===== src/rtl/noc_pkg.sv =====
// noc_pkg: shared tree-NoC packet width, address field bounds and node FSM states
package noc_pkg;
  localparam int W = 9;
  localparam int ADDR_HI = 8;
  localparam int ADDR_LO = 5;
  typedef enum logic [1:0] {IDLE, SEL, DATA} state_t;
endpackage


===== src/rtl/arbiter2_merge_rr_arb2.sv =====
// rr_arb2: combinational two-way round-robin grant
// Ports: req[1:0] requests, last = previous winner, grant[1:0] one-hot or zero.
module rr_arb2 (
  input  logic [1:0] req,
  input  logic       last,
  output logic [1:0] grant
);
  // On a tie the port that did not win last time takes the grant.
  assign grant[0] = req[0] & (~req[1] | last);
  assign grant[1] = req[1] & (~req[0] | ~last);
endmodule


===== src/rtl/arbiter2_merge.sv =====
// arbiter2_merge: round-robin merge of two child channels, announces winner on S then forwards packet on Out
// Ports: CLK/_RESET (async active-low); in0_*/in1_* child valid/ready channels;
//        s_* winning-port token channel; out_* forwarded-packet channel.
module arbiter2_merge
  import noc_pkg::*;
(
  input  logic         CLK,
  input  logic         _RESET,
  input  logic [W-1:0] in0_data,
  input  logic         in0_valid,
  output logic         in0_ready,
  input  logic [W-1:0] in1_data,
  input  logic         in1_valid,
  output logic         in1_ready,
  output logic         s_data,
  output logic         s_valid,
  input  logic         s_ready,
  output logic [W-1:0] out_data,
  output logic         out_valid,
  input  logic         out_ready
);
  state_t state, state_nx;
  logic armed, last, win, acc;
  logic [W-1:0] pkt;
  logic [1:0] grant;
  rr_arb2 u_arb (.req({in1_valid, in0_valid}), .last, .grant);
  assign s_data = win;
  assign out_data = pkt;
  // armed keeps both readies low while in reset and until the first clock edge after release.
  always_comb begin
    state_nx = state;
    in0_ready = 1'b0;
    in1_ready = 1'b0;
    s_valid = 1'b0;
    out_valid = 1'b0;
    acc = 1'b0;
    case (state)
      IDLE: begin
        in0_ready = armed & grant[0];
        in1_ready = armed & grant[1];
        acc = in0_ready | in1_ready;
        state_nx = acc ? SEL : IDLE;
      end
      SEL: begin
        s_valid = 1'b1;
        state_nx = s_ready ? DATA : SEL;
      end
      DATA: begin
        out_valid = 1'b1;
        state_nx = out_ready ? IDLE : DATA;
      end
      default: state_nx = IDLE;
    endcase
  end
  always_ff @(posedge CLK or negedge _RESET) begin
    if (!_RESET) begin
      state <= IDLE;
      armed <= 1'b0;
      last <= 1'b1;
      win <= 1'b0;
      pkt <= '0;
    end else begin
      state <= state_nx;
      armed <= 1'b1;
      if (acc) begin
        win <= grant[1];
        last <= grant[1];
        pkt <= grant[1] ? in1_data : in0_data;
      end
    end
  end
endmodule


===== config.mk =====
export PLATFORM = sky130hd
export DESIGN_NAME = arbiter2_merge
export DESIGN_NICKNAME = d
export VERILOG_FILES = /design/src/rtl/noc_pkg.sv /design/src/rtl/arbiter2_merge_rr_arb2.sv /design/src/rtl/arbiter2_merge.sv
export SDC_FILE = /design/constraint.sdc
export NUM_CORES = 1
export LEC_CHECK = 0
export ABC_AREA = 1
export BUFFER_PORTS_ARGS = -buffer_cell sky130_fd_sc_hd__buf_4
export CAP_MARGIN = 20
export CORE_ASPECT_RATIO = 0.75
export CORE_MARGIN = 3
export CORE_UTILIZATION = 45
export CTS_CLUSTER_SIZE = 30
export DETAILED_ROUTE_END_ITERATION = 12
export MAX_ROUTING_LAYER = met4
export PLACE_DENSITY = 0.88
export SETUP_SLACK_MARGIN = 0.3
export SKIP_CTS_REPAIR_TIMING = 1
export SYNTH_ARGS = -nofsm -noshare
export SYNTH_HDL_FRONTEND = slang
export SYNTH_SLANG_ARGS = --single-unit
export TNS_END_PERCENT = 20

===== constraint.sdc =====
create_clock -name CLK -period 2.5 [get_ports CLK]
set_clock_uncertainty 0.15 [all_clocks]
set_input_delay 0.25 -clock CLK [delete_from_list [all_inputs] [get_ports CLK]]
set_output_delay 0.25 -clock CLK [all_outputs]
set_load 0.02 [all_outputs]

==> impl_metrics.yaml <==
sta:
  hold_viol: 0
  setup_tns_ns: 0
  period_minus_slack_ns: 1.99
  grt_setup_unrepaired: "false"
  drv_slew: 0
  hold-worst-slack_ns: 0.0332
  fmax_mhz: 503
  finalSetupViolations: 0
  min_period_over_period_pct: 79.6
critical_path:
  worstSetupStartpointType: "flip-flop"
  worstSetupPathType: "reg -> out"
  cp_max_fo: 13
  reg2regPathDepth: 6
  arrival_ns: 1.59
  critPathCaptureType: "output port"
  regToRegSetupSlack_ns: 0.98
  r2r_end: "out_data[1]"
  reg2reg_from: "last"
  cp-startpoint: "last"
  crit_end: "in1_ready"
  crit_required_ns: 2.10
logic_synthesis:
  yosysSeqAreaShare_pct: 45.0
  syn_nets: 125
  netlist_top_cells_area: "dfrtp_1 42%, nand3_1 18%, nand2_1 16%, buf_6 4.3%, dfstp_2 3.4%"
  synth_area_sq_um: 781
  postSynthAreaPerCell_sq_um: 7.73
  synth_cell_types: 19
  netlist.area_leader.share_pct: 41.7
  yosysTopAreaCell: "dfrtp_1"
  syn-instance-count: 101
  ys_seq_elements: 14
  ys_warn_count: 0
finish:
  finalInstanceArea_sq_um: 1100
  diodes: 0
  area_growth_pct: 40.9
  drive_gt1_share_pct: 35.0
  instances_no_fill: 161
  fin_nets: 165
floorplanning:
  io_pins: 38
  die_x_um: 54.1
  core_area_sq_um: 1560
  die-area_sq_um: 2280
  fp-row-count: 12
  initial_utilization_pct: 50.0
  die_h_um: 42.1
routing:
  drc_errors: 0
  finalWirelength_um: 1980
  wl_per_cell_um: 12.3
  first_pass_iters: 5
  viasPerCell: 4.89
  drtAntennaViolNets: 0
  drt_iter0_drc: 12
  vias: 788
placed_design:
  port_buffers: 37
  gp_congestion: 0.831
  hpwl_um: 1530
  place_area_sq_um: 1040
  place_inst: 155
power_and_ir_drop:
  powerDensity_nw_per_um2: 1040
  ir_worst_vdd_v: 0.000671
  p_leak_nw: 0.630
clock_tree:
  cts_buffers: 3
  cts_sinks: 14
  cts_tree: "yes"
  clock_insertion_delay_worst_skew_ns: 0.28
  htreeDepth: 1
  clk_pin_slew_ns: 0.08
  cts_root_buf: "clkbuf_4"
  clock_path_buffers: 2
global_routing:
  grt_pass1_wl_um: 3340
  antenna_found_initial: 0
  grt_max_degree: 15
  grt_overflow: 0
  grt_pass1_vias: 742
  gr-usage-all-layers_pct: 20.5
run:
  maxCapViolations: 0
worst_hold_path:
  hold_class: "in -> reg"
  hold_start: "s_ready"
status:
  outcome: "complete, no violations"
-- registers in the layout, indices dropped and copies added (netlist names) --
| register | cells |
|---|---|
| armed | 1 |
| last | 1 |
| out_data | 9 |
| s_data | 1 |
| state | 2 |
-- stage by stage --
| step | total power (W) | setup slack, ns | utilization [%] |
|---|---|---|---|
| floorplan | 0.000767 | 1.04 | - |
| global placement | 0.000970 | 0.870 | 66.8 |
| detailed placement | 0.000983 | 0.831 | 66.8 |
| CTS | 0.00115 | 0.504 | 69.2 |
| global route | 0.00125 | 0.380 | 70.4 |
| finish | 0.00115 | 0.511 | 70.4 |
-- critical path, stage by stage (launching register included) --
cell and delay (ns):
dfstp_2 0.54, nand2_2 0.14, nand2_4 0.16, inv_2 0.05, nand2_2 0.19, inv_1 0.07
buf_4 0.16
-- placed cells by master (no fill, tap or decap) --
cell type	instances
buf_4	37
nand2_1	33
nand3_1	28
dfrtp_1	13
inv_1	6
nor2_1	3
clkbuf_4	3
nand2_2	2
nand2_4	2
dlygate4sd3_1	2
nor2_2	1
inv_2	1
a21boi_0	1
o211ai_1	1
o31ai_1	1
nand3_2	1
clkinv_1	1
o21ai_0	1
conb_1	1
clkbuf_8	1
dfstp_2	1
-- power breakdown --
group	switching, W	leakage (nW)	internal (W)	total [W]
Sequential	0.0000557	0.173	0.000330	0.000386
Combinational	0.000366	0.436	0.000235	0.000601
Clock	0.0000723	0.0210	0.0000886	0.000161
-- layer usage --
layer | track usage (%) | up-vias | routed length [um]
li1 | - | 406 | -
met1 | 29.0 | 349 | 893
met2 | 29.2 | 31 | 926
met3 | 6.76 | 2 | 150
met4 | 2.99 | 0 | 8
met5 | - | - | 0
-- worst min path at each step --
| stage | slack [ns] | end | cells after the start |
|---|---|---|---|
| 6_report | 0.03 | state[0] | 2 |
| 5_1_grt | 0.01 | state[0] | 2 |
| 4_1_cts | -0.35 | armed | 1 |
| 3_5_place_dp | -0.04 | armed | 1 |
| 3_3_place_gp | -0.05 | armed | 1 |
| 2_1_floorplan | -0.20 | armed | 0 |
-- cell families after synthesis --
logic type	Yosys count	share of synthesized area, %
AND/OR/NAND/NOR	70	41.8
other	1	0.480
flip-flops	14	45.0
buffers and inverters	12	9.13
AO/OA/AOI/OAI	4	3.53
-- synth_stat cells --
master	instances
inv_1	6
nand3_2	1
o21ai_0	1
inv_2	1
o31ai_1	1
nor2_2	1
buf_4	1
buf_6	3
nand2_4	2
clkinv_1	1
nand3_1	28
dfstp_2	1
a21boi_0	1
conb_1	1
nor2_1	3
o211ai_1	1
dfrtp_1	13
nand2_1	33
nand2_2	2
-- cell type report --
class,instances,area [sq um]
clock buffers,4,36.3
fillers,134,462
inverters,8,30.0
multi-input cells,75,358
flip-flops and latches,14,352
well taps,21,26.3
repair buffers,39,298
Note: power is estimated with default switching activity, not from simulation.
